`src/rtl/btn_multi_rpt.sv`:
```
// Multi-channel debouncer for active-low push buttons: shared sample tick,
// per-channel press / long-press / auto-repeat / release pulses and a debounced level.
module btn_multi_rpt #(
  parameter int CH           = 4,
  parameter int TICK_DIV     = 1250000,
  parameter int HOLD_TICKS   = 20,
  parameter int REPEAT_TICKS = 4
) (
  input  logic          CLK,
  input  logic          nRST,
  input  logic [CH-1:0] nBIN,
  input  logic [CH-1:0] REP_EN,
  output logic [CH-1:0] BOUT,
  output logic [CH-1:0] BLONG,
  output logic [CH-1:0] BREL,
  output logic [CH-1:0] BLVL
);

  localparam int CW = $clog2(TICK_DIV);
  localparam int HW = $clog2(HOLD_TICKS + 1);
  localparam int RW = $clog2(REPEAT_TICKS + 1);
  localparam logic [CW-1:0] CNT_LAST  = CW'(TICK_DIV - 1);
  localparam logic [HW-1:0] HCNT_LAST = HW'(HOLD_TICKS - 1);
  localparam logic [RW-1:0] RCNT_LAST = RW'(REPEAT_TICKS - 1);

  typedef enum logic [1:0] {IDLE, HELD, REPEAT} state_t;

  logic [CW-1:0] cnt;
  logic          tick;
  logic [CH-1:0] ff1;
  logic [CH-1:0] ff2;

  assign tick = (cnt == CNT_LAST);

  // Samplers reset to "released" so a button held through reset shows up as a fresh press.
  always_ff @(posedge CLK) begin
    if (!nRST) begin
      cnt <= '0;
      ff1 <= '1;
      ff2 <= '1;
    end else begin
      cnt <= tick ? '0 : cnt + 1'b1;
      if (tick) begin
        ff2 <= ff1;
        ff1 <= nBIN;
      end
    end
  end

  for (genvar gi = 0; gi < CH; gi++) begin : g_ch
    state_t        state;
    logic [HW-1:0] hcnt;
    logic [RW-1:0] rcnt;
    logic          long_done;
    logic          bout;
    logic          blong;
    logic          brel;
    logic          blvl;
    logic          press;
    logic          rel;
    logic          held;

    assign press = ff2[gi] & ~ff1[gi];
    assign rel   = ~ff2[gi] & ff1[gi];
    assign held  = ~ff1[gi];

    always_ff @(posedge CLK) begin
      if (!nRST) begin
        state     <= IDLE;
        hcnt      <= '0;
        rcnt      <= '0;
        long_done <= 1'b0;
        bout      <= 1'b0;
        blong     <= 1'b0;
        brel      <= 1'b0;
        blvl      <= 1'b0;
      end else begin
        bout  <= 1'b0;
        blong <= 1'b0;
        brel  <= 1'b0;
        if (tick) begin
          case (state)
            IDLE: begin
              if (press) begin
                state     <= HELD;
                hcnt      <= '0;
                long_done <= 1'b0;
                bout      <= 1'b1;
                blvl      <= 1'b1;
              end
            end
            HELD: begin
              if (rel) begin
                state <= IDLE;
                brel  <= 1'b1;
                blvl  <= 1'b0;
              end else if (held) begin
                // hcnt stays at the limit; long_done keeps BLONG to one pulse per hold.
                if (hcnt == HCNT_LAST) begin
                  if (!long_done) begin
                    blong     <= 1'b1;
                    long_done <= 1'b1;
                  end
                  if (REP_EN[gi]) begin
                    state <= REPEAT;
                    rcnt  <= '0;
                    bout  <= 1'b1;
                  end
                end else begin
                  hcnt <= hcnt + 1'b1;
                end
              end
            end
            REPEAT: begin
              if (rel) begin
                state <= IDLE;
                brel  <= 1'b1;
                blvl  <= 1'b0;
              end else if (held) begin
                if (rcnt == RCNT_LAST) begin
                  rcnt <= '0;
                  bout <= REP_EN[gi];
                end else begin
                  rcnt <= rcnt + 1'b1;
                end
              end
            end
            default: begin
              state <= IDLE;
              blvl  <= 1'b0;
            end
          endcase
        end
      end
    end

    assign BOUT[gi]  = bout;
    assign BLONG[gi] = blong;
    assign BREL[gi]  = brel;
    assign BLVL[gi]  = blvl;
  end

endmodule

```
`config.mk`:
```
export PLATFORM = sky130hd
export DESIGN_NAME = btn_multi_rpt
export DESIGN_NICKNAME = d
export VERILOG_FILES = /design/src/rtl/btn_multi_rpt.sv
export SDC_FILE = /design/constraint.sdc
export NUM_CORES = 1
export LEC_CHECK = 0
export BUFFER_PORTS_ARGS = -buffer_cell sky130_fd_sc_hd__buf_2
export CORE_AREA = 2 2 94 87
export CTS_BUF_LIST = sky130_fd_sc_hd__clkbuf_2 sky130_fd_sc_hd__clkbuf_4 sky130_fd_sc_hd__clkbuf_8
export CTS_CLUSTER_DIAMETER = 30
export DETAILED_ROUTE_END_ITERATION = 10
export DIE_AREA = 0 0 96 89
export PLACE_DENSITY = 0.94
export REMOVE_ABC_BUFFERS = 1
export SLEW_MARGIN = 0
export SYNTH_ARGS = -nofsm -noshare
export SYNTH_HDL_FRONTEND = slang
export SYNTH_SLANG_ARGS = --single-unit
export TNS_END_PERCENT = 100
```
`constraint.sdc`:
```
create_clock -name CLK -period 4.47 [get_ports CLK]
set_clock_uncertainty 0.05 [all_clocks]
set_input_delay 0.2235 -clock CLK [delete_from_list [all_inputs] [get_ports CLK]]
set_output_delay 0.2235 -clock CLK [all_outputs]
set_load 0.01 [all_outputs]
```
==> results of run 1 <==
-- flip-flops by register name, indices dropped and copies added (netlist names) --
register,cells
cnt,21
ff1,4
ff2,4
g_ch.blong,4
g_ch.blvl,4
g_ch.bout,4
g_ch.brel,4
g_ch.hcnt,20
g_ch.long_done,4
g_ch.rcnt,12
g_ch.state,8
-- where the power goes --
| group | switching, W | internal (W) | leakage, nW |
|---|---|---|---|
| Clock | 0.000285 | 0.000318 | 0.109 |
| Combinational | 0.0000199 | 0.00000719 | 1.06 |
| Sequential | 0.00000155 | 0.000794 | 0.717 |
-- per-layer routing --
layer | up-vias | share of wire (%) | track usage (%)
met3 | 20 | 6.0 | 5.40
li1 | 1954 | - | -
met5 | - | 0 | 0
met4 | 0 | 1.9 | 11.4
met2 | 146 | 48 | 41.9
met1 | 1904 | 44 | 31.2
-- kinds of logic after synthesis --
family	count (synthesis)	share of synthesized area [%]
simple gates	253	30.0
buf+inv	70	7.14
xor+xnor	19	3.44
compound gates	87	12.7
fa+ha+maj	25	6.47
mux	16	3.39
flops	89	36.9
-- per-stage QoR --
stage               hold WS, ns  worst slack (ns)  cell area, um^2  util [%]
finish                   0.0324              1.33             5070      67.9
global route             0.0358              1.14             5070      67.9
global placement          0.372              1.53             4860      65.0
floorplan                 0.245              1.94             4590         -
CTS                      0.0159              1.36             5070      67.9
detailed placement        0.382              1.39             4860      65.0
-- cell usage after synthesis (4+ instances only) --
library cell / count / area [um^2]
sky130_fd_sc_hd__nand2_1: 69 / 259
sky130_fd_sc_hd__a21oi_1: 18 / 90.1
sky130_fd_sc_hd__or4_1: 4 / 30.0
sky130_fd_sc_hd__o22ai_1: 7 / 43.8
sky130_fd_sc_hd__nor2_1: 38 / 143
sky130_fd_sc_hd__nor3_2: 4 / 40.0
sky130_fd_sc_hd__dfxtp_1: 89 / 1780
sky130_fd_sc_hd__nor3_1: 14 / 70.1
sky130_fd_sc_hd__nand4_1: 7 / 43.8
sky130_fd_sc_hd__or3_1: 5 / 31.3
sky130_fd_sc_hd__nor4bb_1: 4 / 40.0
sky130_fd_sc_hd__inv_1: 26 / 97.6
sky130_fd_sc_hd__mux2i_1: 13 / 130
sky130_fd_sc_hd__nor4_1: 7 / 43.8
sky130_fd_sc_hd__ha_1: 25 / 313
sky130_fd_sc_hd__and3_1: 12 / 75.1
sky130_fd_sc_hd__a31oi_1: 15 / 93.8
sky130_fd_sc_hd__nand3_1: 42 / 210
sky130_fd_sc_hd__a21boi_0: 4 / 30.0
sky130_fd_sc_hd__nor4_4: 5 / 106
sky130_fd_sc_hd__nand4b_1: 4 / 35.0
sky130_fd_sc_hd__xnor2_1: 11 / 96.3
sky130_fd_sc_hd__nor2b_1: 6 / 37.5
sky130_fd_sc_hd__buf_4: 17 / 128
sky130_fd_sc_hd__nand2b_1: 11 / 68.8
sky130_fd_sc_hd__o21ai_0: 17 / 85.1
sky130_fd_sc_hd__o21a_1: 4 / 30.0
sky130_fd_sc_hd__clkbuf_1: 19 / 71.3
sky130_fd_sc_hd__xor2_1: 8 / 70.1
-- cell type report --
class / instances / area share [%]
multi-input combinational: 400 / 53.4
sequential: 89 / 35.1
timing repair buffer: 28 / 2.91
clock buffer: 10 / 2.59
tap: 96 / 2.37
inverter: 27 / 2.00
clock inverter: 6 / 1.63
-- critical path, stage by stage (launching register included) --
cell                      delay, ns
sky130_fd_sc_hd__dfxtp_1       0.41
sky130_fd_sc_hd__or4b_4        0.52
sky130_fd_sc_hd__nor4_4        0.70
sky130_fd_sc_hd__nand2_1       0.55
sky130_fd_sc_hd__nand2_1       0.65
sky130_fd_sc_hd__nor2_1        0.12
-- path summary, 6_finish.rpt --
check,startpoint,to,slack (ns),cells past startpoint
setup / recovery,cnt[9]$_SDFF_PP0_,cnt[9]$_SDFF_PP0_,1.33,5
hold reg to reg,g_ch[2].long_done$_SDFFE_PN0P_,g_ch[2].blong$_SDFF_PP0_,0.39,1
hold / removal,nBIN[1],ff1[1]$_SDFFE_PN1N_,0.03,3
setup reg to reg,cnt[9]$_SDFF_PP0_,cnt[9]$_SDFF_PP0_,1.33,5
==> impl_summary.log, run 1 <==
INFO  metric status = finished, final reports clean
INFO  metric number_of_drc_markers_in_iteration_0 = between 200 and 300
INFO  metric finalPower = ~0.0014 W
INFO  metric grt_first_pass_wirelength = 16900 um
INFO  metric die-width = ~96 um
INFO  metric final-setup-viol-count = 0
INFO  metric first_pass_iters = 5
INFO  metric floorplan.die_area = around 8500 um^2
INFO  metric start_util = 64.7%
INFO  metric grt_antenna_before_repair = 0
INFO  metric post_drt_via_cell_ratio = between 6 and 7
INFO  metric antenna_cells_inserted = 0
INFO  metric route.detailed.wl_per_inst = about 16 um
INFO  metric clk-insertion-delay-late = around 0.36 ns
INFO  metric post_cts_resized = 0
INFO  metric wl = 10200 um
INFO  metric layoutNonFillerInstCount = 656
INFO  metric timing.critical_path.to_type = flop
INFO  metric vias = 4024
INFO  metric syn_area_per_cell = around 8.6 um^2
INFO  metric clock_path_buffers = 2
INFO  metric mostFrequentLayoutCell = sky130_fd_sc_hd__dfxtp_1
INFO  metric worst_slew_pin_slew = ~1.1 ns
INFO  metric post-cts-setup-buffer-count = 0
INFO  metric hpwlAfterDp = roughly 7200 um
INFO  metric final_max_slew_viol_count = 0
INFO  metric cts_tree = done
INFO  metric synth_edf_count = 0
INFO  metric die_height = 89 um
INFO  metric synthesis.instances = 559
INFO  metric power_density = about 280 nW/um^2
INFO  metric route.antenna.remaining_nets = 0
INFO  metric timing.critical_path.fanout_max = 19
INFO  metric max-slew-margin-rel = 28.2%
INFO  metric grt_overflow_total = 0
INFO  metric yosysWarningCount = 0
INFO  metric hold_viol_final = 0
INFO  metric cts.clk_slew.worst_paths = around 0.080 ns
INFO  metric placedCellCount = 640
INFO  metric num-fill-cells = 560
INFO  metric cts_bufs_inserted = 9
INFO  metric coreArea = 7470 um^2
INFO  metric required_time_reported_for_the_critical_path_endpoint = about 4.6 ns
INFO  metric pin_count = 26
INFO  metric leakagePower = ~1.9 nW
INFO  metric ys_ff_latch = 89
INFO  metric max_cap_viol_count = 0
INFO  metric worstPathArrival = 3.31 ns
INFO  metric commonest_cells_after_routing_fill_and_taps_aside = sky130_fd_sc_hd__dfxtp_1 (89), sky130_fd_sc_hd__nand2_1 (69), sky130_fd_sc_hd__nand3_1 (42)
INFO  metric cts.root.buffer_cell = sky130_fd_sc_hd__clkbuf_8
INFO  metric setup.worst_path.class = reg2reg
INFO  metric tritoncts_num_sinks = approximately 90
INFO  metric period_share = between 70% and 80%
INFO  metric seq_total_area_yosys = 36.9%
INFO  metric rsz0062_at_grt = no
INFO  metric drive_above_1_share = roughly an eighth
INFO  metric multi_input_area = between 2000 and 3000 um^2
INFO  metric gpl.final_weighted_congestion = just under 0.9
INFO  metric final.setup.tns = 0 ns
INFO  metric htree_num_levels = 3
INFO  metric maximum_number_of_pins_on_one_net_before_global_route_repair = 33
INFO  metric ir_worst_vdd = 178 uV
INFO  metric via_count_of_the_first_global_routing_pass = roughly 3800
INFO  metric min_path_type = in2reg
INFO  metric timing.critical_path.from_type = flop
INFO  metric areaGrowthSynthToFinish = 4.92%
INFO  metric holdBufCountCts = 0
INFO  metric groute.usage.overall = 25.1%
INFO  metric remaining_drc_errors = 0
INFO  metric buffer_ports.inserted = 25
INFO  metric placementRows = 30
INFO  metric syn_area = between 4000 and 5000 um^2
INFO  metric postSynth.topFlopCell = sky130_fd_sc_hd__dfxtp_1
INFO  metric achievable-frequency = 318 MHz
INFO  metric yosys.cell_types.count = 65
INFO  metric regArea = around 1800 um^2
INFO  metric fin_crit = 3.14 ns
INFO  metric async_set_or_reset_flop_fraction_in_the_synthesized_netlist = 0%
INFO  metric nets = approximately 600
Power figures use the tool's default switching activity.
==> run 2: changes to the inputs <==
CORE_AREA = 2 2 96 89   (was 2 2 94 87)
DIE_AREA = 0 0 98 91   (was 0 0 96 89)
PLACE_DENSITY = 0.91   (was 0.94)
clock period = 2.9 ns   (was 4.47 ns; I/O delays follow)
==> impl_summary.log, run 2 (synthesis gave the netlist of run 1 again) <==
INFO  metric crit_chain = or4b_4, or4_4, nor2_8, nand2_2, a2111oi_2
INFO  metric timing.critical_path.from_type = flop
INFO  metric worst_slew_pin_slew = between 0.6 and 0.7 ns
INFO  metric htree_num_levels = 3
INFO  metric worstPathArrival = 2.75 ns
INFO  metric route.detailed.wl_per_inst = 14.8 um
INFO  metric placedCellCount = 652
INFO  metric clockPowerShare = 41.0%
INFO  metric dp_worst_setup_slack = between 0.4 and 0.5 ns
INFO  metric post_cts_resized = 0
INFO  metric final.setup.tns = 0 ns
INFO  metric final_max_slew_viol_count = 0
INFO  metric first_pass_iters = 6
INFO  metric achievable-frequency = approximately 390 MHz
INFO  metric clk-insertion-delay-late = 0.36 ns
INFO  metric reg2reg_slack = 0.36 ns
INFO  metric cts_bufs_inserted = 9
INFO  metric wl = between 9000 and 10000 um
INFO  metric groute.usage.overall = 23.1%
INFO  metric finalPower = between 0.002 and 0.0025 W
INFO  metric seqPwrFrac = 57.0%
INFO  metric timing.critical_path.fanout_max = 12
INFO  metric mostFrequentLayoutCell = sky130_fd_sc_hd__dfxtp_1
INFO  metric required_time_reported_for_the_critical_path_endpoint = between 3 and 4 ns
INFO  metric grt_first_pass_wirelength = 17200 um
INFO  metric via_count_of_the_first_global_routing_pass = 3892
INFO  metric hold-path-endpoint = g_ch[1].bout$_SDFF_PN0_
INFO  metric cts_tree = done
INFO  metric critical_path.reg2reg.startpoint = cnt[9]$_SDFF_PP0_
INFO  metric holdPathStages = 3
INFO  metric holdBufCountCts = 4
INFO  metric hp-start = REP_EN[1]
INFO  metric most_flops_register = cnt
INFO  metric num-fill-cells = 618
INFO  metric status = finished, final reports clean
INFO  metric timing.critical_path.to_type = flop
INFO  metric layoutNonFillerInstCount = 672
INFO  metric post-cts-setup-buffer-count = 0
INFO  metric maximum_number_of_pins_on_one_net_before_global_route_repair = 55
INFO  metric commonest_cells_after_routing_fill_and_taps_aside = sky130_fd_sc_hd__dfxtp_1 (89), sky130_fd_sc_hd__nand2_1 (69), sky130_fd_sc_hd__nand3_1 (42)
INFO  metric antenna_cells_inserted = 0
INFO  metric min_path_type = in2reg
INFO  metric nets = about 600
INFO  metric grt_antenna_before_repair = 0
INFO  metric timing.rr.end = g_ch[1].bout$_SDFF_PN0_
INFO  metric largest_register_ffs = 21
INFO  metric tritoncts_num_sinks = 89
INFO  metric rsz0062_at_grt = no
INFO  metric max_cap_viol_count = 0
INFO  metric power_switching = about 0.00047 W
INFO  metric leakagePower = 1.94 nW
INFO  metric critical_path.n_buffers_inverters = 0
INFO  metric cts.root.buffer_cell = sky130_fd_sc_hd__clkbuf_8
INFO  metric grt_overflow_total = 0
INFO  metric floorplan.die_area = 8920 um^2
INFO  metric cts.clk_slew.worst_paths = about 0.090 ns
INFO  metric placementRows = 31
INFO  metric setup.worst_path.class = reg2reg
INFO  metric start_util = between 60% and 70%
INFO  metric final-setup-viol-count = 0
INFO  metric gpl.final_weighted_congestion = 0.857
INFO  metric internal-power = ~0.0017 W
INFO  metric die-width = approximately 98 um
INFO  metric hold_viol_final = 0
INFO  metric hpwlAfterDp = ~6900 um
INFO  metric largest_registers = cnt: 21 flops, g_ch.hcnt: 20 flops, g_ch.rcnt: 12 flops
INFO  metric power_density = around 420 nW/um^2
INFO  metric remaining_drc_errors = 0
INFO  metric pin_count = 26
INFO  metric setup_slack = 0.357 ns
INFO  metric clock_path_buffers = 2
INFO  metric path_delay_family = simple AND/OR/NAND/NOR gates
INFO  metric areaGrowthSynthToFinish = 7.01%
INFO  metric slowest_stage_cell_crit_path = sky130_fd_sc_hd__or4_4
INFO  metric drive_above_1_share = roughly 14%
INFO  metric die_height = 91 um
INFO  metric route.antenna.remaining_nets = 0
INFO  metric r2r.worst_path.cells = 5
INFO  metric coreArea = 7870 um^2
INFO  metric comb_power_share = roughly 2%
INFO  metric period_share = just under 90%
INFO  metric max-slew-margin-rel = slightly below 60%
INFO  metric number_of_drc_markers_in_iteration_0 = 284
INFO  metric post_drt_via_cell_ratio = between 5 and 6
INFO  metric fin_crit = around 2.5 ns
INFO  metric p_sw_share = between 20% and 30%
INFO  metric ir_worst_vdd = a little over 300 uV
INFO  metric max_stage_delay = roughly 0.62 ns
INFO  metric buffer_ports.inserted = 25
INFO  metric vias = around 4000
run 2: worst min-delay path, cell delays in order:
cell                        delay, ns
sky130_fd_sc_hd__buf_2           0.11
sky130_fd_sc_hd__nand2_1         0.08
sky130_fd_sc_hd__a2111oi_2       0.07
run 2: metal layers:
metal  track usage, %  routed length (um)
met5                0                   0
met4             6.83                 106
met3             5.39                 490
met2             40.4                4830
met1             28.2                4510
run 2: per-stage QoR:
stage                     instance area, um^2  utilization [%]  hold slack, ns
final                                    5170             65.7          0.0337
after global routing                     5170             65.7          0.0288
after CTS                                5170             65.7          0.0223
after detailed placement                 4930             62.6           0.318
after global placement                   4930             62.6           0.305
after floorplan                          4590                -           0.167
run 2: worst max path at each step:
stage | startpoint | to | cells after the start
2_1_floorplan | cnt[11]$_SDFF_PP0_ | g_ch[1].hcnt[0]$_SDFFE_PN0P_ | 5
3_3_place_gp | cnt[11]$_SDFF_PP0_ | g_ch[0].bout$_SDFF_PN0_ | 5
3_5_place_dp | cnt[9]$_SDFF_PP0_ | g_ch[1].bout$_SDFF_PN0_ | 5
4_1_cts | cnt[9]$_SDFF_PP0_ | g_ch[1].bout$_SDFF_PN0_ | 5
5_1_grt | cnt[9]$_SDFF_PP0_ | cnt[20]$_SDFF_PP0_ | 7
6_report | cnt[9]$_SDFF_PP0_ | g_ch[1].bout$_SDFF_PN0_ | 5
run 2: layout make-up:
class,count,area [um^2],share of cell area (%)
clock inverters,4,51.3,0.992
repair buffers,41,255,4.93
multi-input cells,400,2710,52.3
flip-flops and latches,89,1780,34.4
clock buffers,12,153,2.95
inverters,27,101,1.96
well taps,99,124,2.39
run 2: power by group through the flow:
stage	combinational [W]	sequential [W]	clock, W
3_3_place_gp	0.0000388	0.00126	0
5_1_grt	0.0000476	0.00123	0.000937
6_report	0.0000434	0.00123	0.000881
2_1_floorplan	0.0000134	0.00125	0
4_1_cts	0.0000432	0.00123	0.000904
3_5_place_dp	0.0000390	0.00126	0
==> run 3: changes to the inputs <==
ABC_AREA = 1   (was unset)
CORE_AREA = 2 2 99 92   (was 2 2 96 89)
DIE_AREA = 0 0 101 94   (was 0 0 98 91)
PLACE_DENSITY = 0.92   (was 0.91)
==> impl_summary.log, run 3 <==
INFO  metric reg2reg_slack = 0.73 ns
INFO  metric remaining_drc_errors = 0
INFO  metric gpl.final_weighted_congestion = slightly above 0.9
INFO  metric power_density = slightly below 400 nW/um^2
INFO  metric pin_count = 26
INFO  metric yosysWarningCount = 0
INFO  metric largest_register_ffs = 21
INFO  metric worstSetupStartpoint = cnt[0]$_SDFF_PP0_
INFO  metric cts_bufs_inserted = 9
INFO  metric slowest_stage_cell_crit_path = sky130_fd_sc_hd__nor2_4
INFO  metric layoutNonFillerInstCount = approximately 930
INFO  metric commonest_cells_after_routing_fill_and_taps_aside = sky130_fd_sc_hd__nand2_1 (191), sky130_fd_sc_hd__inv_1 (123), sky130_fd_sc_hd__nor2_1 (121)
INFO  metric holdBufCountCts = 4
INFO  metric final-setup-viol-count = 0
INFO  metric max-slew-margin-rel = roughly three fifths
INFO  metric start_util = a little over three fifths
INFO  metric dp_worst_setup_slack = approximately 0.77 ns
INFO  metric synth_top_cell_area_share = between 30% and 40%
INFO  metric timing.critical_path.fanout_max = 16
INFO  metric route.antenna.remaining_nets = 0
INFO  metric critPathCapture = g_ch[1].hcnt[1]$_SDFFE_PN0P_
INFO  metric areaGrowthSynthToFinish = 5.89%
INFO  metric floorplan.die_area = about 9500 um^2
INFO  metric synthesis.instances = roughly 810
INFO  metric r2r.worst_path.cells = 9
INFO  metric cts.clk_slew.worst_paths = around 0.090 ns
INFO  metric path_delay_family = simple AND/OR/NAND/NOR gates
INFO  metric number_of_drc_markers_in_iteration_0 = between 300 and 400
INFO  metric timing.rr.end = g_ch[1].hcnt[1]$_SDFFE_PN0P_
INFO  metric tritoncts_num_sinks = just under 90
INFO  metric grt_first_pass_wirelength = 19900 um
INFO  metric synth_top_area_cell = sky130_fd_sc_hd__dfxtp_1
INFO  metric rsz0062_at_grt = no
INFO  metric clk-insertion-delay-late = 0.38 ns
INFO  metric setup_slack = between 0.7 and 0.8 ns
INFO  metric achievable-frequency = approximately 460 MHz
INFO  metric die_height = 94 um
INFO  metric route.detailed.wl_per_inst = around 12 um
INFO  metric final_max_slew_viol_count = 0
INFO  metric grt_overflow_total = 0
INFO  metric critical_path.reg2reg.startpoint = cnt[0]$_SDFF_PP0_
INFO  metric coreArea = between 8000 and 9000 um^2
INFO  metric period_share = 74.8%
INFO  metric grt_antenna_before_repair = 0
INFO  metric setup.worst_path.class = reg2reg
INFO  metric max_stage_delay = 0.46 ns
INFO  metric fin_crit = ~2.2 ns
INFO  metric min_path_type = in2reg
INFO  metric final_area = about 5600 um^2
INFO  metric synth_edf_count = 0
INFO  metric yosys-top-cells-area = sky130_fd_sc_hd__dfxtp_1 (34%), sky130_fd_sc_hd__nand2_1 (14%), sky130_fd_sc_hd__inv_1 (8.8%)
INFO  metric post_cts_resized = 0
INFO  metric placement.cell_area = 5340 um^2
INFO  metric max_cap_viol_count = 0
INFO  metric hpwlAfterDp = slightly above 8000 um
INFO  metric cell_with_the_most_instances_after_synthesis = sky130_fd_sc_hd__nand2_1
INFO  metric leakagePower = 2.49 nW
INFO  metric seq_total_area_yosys = between 30% and 40%
INFO  metric required_time_reported_for_the_critical_path_endpoint = ~3.2 ns
INFO  metric antenna_cells_inserted = 0
INFO  metric most_flops_register = cnt
INFO  metric htree_num_levels = 3
INFO  metric final.setup.tns = 0 ns
INFO  metric clock_path_buffers = 2
INFO  metric timing.critical_path.from_type = flop
INFO  metric ir_worst_vdd = about 350 uV
INFO  metric vias = roughly 4900
INFO  metric worst_slew_pin_slew = just under 0.6 ns
INFO  metric mostFrequentLayoutCell = sky130_fd_sc_hd__nand2_1
INFO  metric syn_area_per_cell = 6.50 um^2
INFO  metric groute.usage.overall = 25.9%
INFO  metric layout.core_utilization = roughly 66%
INFO  metric placementRows = 32
INFO  metric synth.cells.most_frequent = sky130_fd_sc_hd__nand2_1 (191), sky130_fd_sc_hd__inv_1 (123), sky130_fd_sc_hd__nor2_1 (121)
INFO  metric ys_ff_latch = slightly below 90
INFO  metric postSynth.topFlopCell = sky130_fd_sc_hd__dfxtp_1
INFO  metric num-fill-cells = 729
INFO  metric worstPathArrival = ~2.4 ns
INFO  metric cp.depth = 9
INFO  metric syn_area = between 5000 and 6000 um^2
INFO  metric status = finished, final reports clean
INFO  metric nets = around 860
INFO  metric cts_tree = done
INFO  metric critical_path.n_buffers_inverters = 1
INFO  metric maximum_number_of_pins_on_one_net_before_global_route_repair = 25
INFO  metric first_pass_iters = 5
INFO  metric placedCellCount = 909
INFO  metric post-cts-setup-buffer-count = 0
INFO  metric drive_above_1_share = approximately a tenth
INFO  metric largest_registers = cnt: 21 flops, g_ch.hcnt: 20 flops, g_ch.rcnt: 12 flops
INFO  metric die-width = roughly 100 um
INFO  metric yosys.cell_types.count = 34
INFO  metric via_count_of_the_first_global_routing_pass = 4564
INFO  metric crit_chain = ha_1, nand3_2, nor2_4, nand3_2, nor2_4, nand3_1, nand2_1, inv_1, nor2_1
INFO  metric cts.root.buffer_cell = sky130_fd_sc_hd__clkbuf_8
INFO  metric buffer_ports.inserted = 25
INFO  metric hold_viol_final = 0
INFO  metric wl = approximately 11000 um
INFO  metric timing.critical_path.to_type = flop
INFO  metric async_set_or_reset_flop_fraction_in_the_synthesized_netlist = 0%
INFO  metric post_drt_via_cell_ratio = ~5.3
run 3: worst min-delay path by stage:
stage | start | to | slack (ns) | cells after the start
6_report | REP_EN[3] | g_ch[3].bout$_SDFF_PN0_ | 0.003 | 3
5_1_grt | REP_EN[3] | g_ch[3].bout$_SDFF_PN0_ | 0.01 | 3
4_1_cts | REP_EN[3] | g_ch[3].bout$_SDFF_PN0_ | 0.01 | 3
3_5_place_dp | nBIN[0] | ff1[0]$_SDFFE_PN1N_ | 0.31 | 3
3_3_place_gp | nBIN[3] | ff1[3]$_SDFFE_PN1N_ | 0.30 | 3
2_1_floorplan | nRST | g_ch[0].long_done$_SDFFE_PN0P_ | 0.22 | 2
run 3: layout make-up:
class                           count  area, um^2  share of cell area (%)
Clock inverter                      7        80.1                    1.43
Tap cell                          102         128                    2.29
Clock buffer                        9         124                    2.22
Multi-Input combinational cell    564        2810                    50.3
Inverter                          126         473                    8.48
Sequential cell                    89        1780                    31.9
Timing Repair Buffer               32         188                    3.36
run 3: worst min-delay path, cell delays in order:
cell and delay, ns:
sky130_fd_sc_hd__buf_2 0.11, sky130_fd_sc_hd__nand3_1 0.07, sky130_fd_sc_hd__a211oi_1 0.06
run 3: routing by layer:
| metal | vias up | share of wire (%) | GRT usage (%) |
|---|---|---|---|
| met3 | 22 | 5.3 | 5.36 |
| met5 | - | 0 | 0 |
| met2 | 136 | 45 | 42.6 |
| li1 | 2560 | - | - |
| met1 | 2189 | 48 | 34.0 |
| met4 | 0 | 1.6 | 8.33 |
run 3: kinds of logic (layout without fill, tap and decap cells):
family	after synthesis	in the layout	share of synthesized area (%)
xor+xnor	4	4	0.665
fa+ha+maj	25	25	5.94
flops	89	89	33.8
compound gates	73	73	7.55
simple gates	462	462	39.1
buf+inv	158	174	12.9
run 3: report_power, final:
part           total [W]  internal (W)  switching, W
registers        0.00123       0.00122    0.00000286
clock network   0.000889      0.000405      0.000483
logic          0.0000526     0.0000189     0.0000337
total            0.00217       0.00165      0.000520
run 3: stage by stage:
stage               hold WS (ns)  total power (W)
floorplan                  0.215          0.00128
global placement           0.303          0.00130
detailed placement         0.312          0.00130
CTS                       0.0105          0.00218
global route              0.0144          0.00223
finish                   0.00330          0.00217
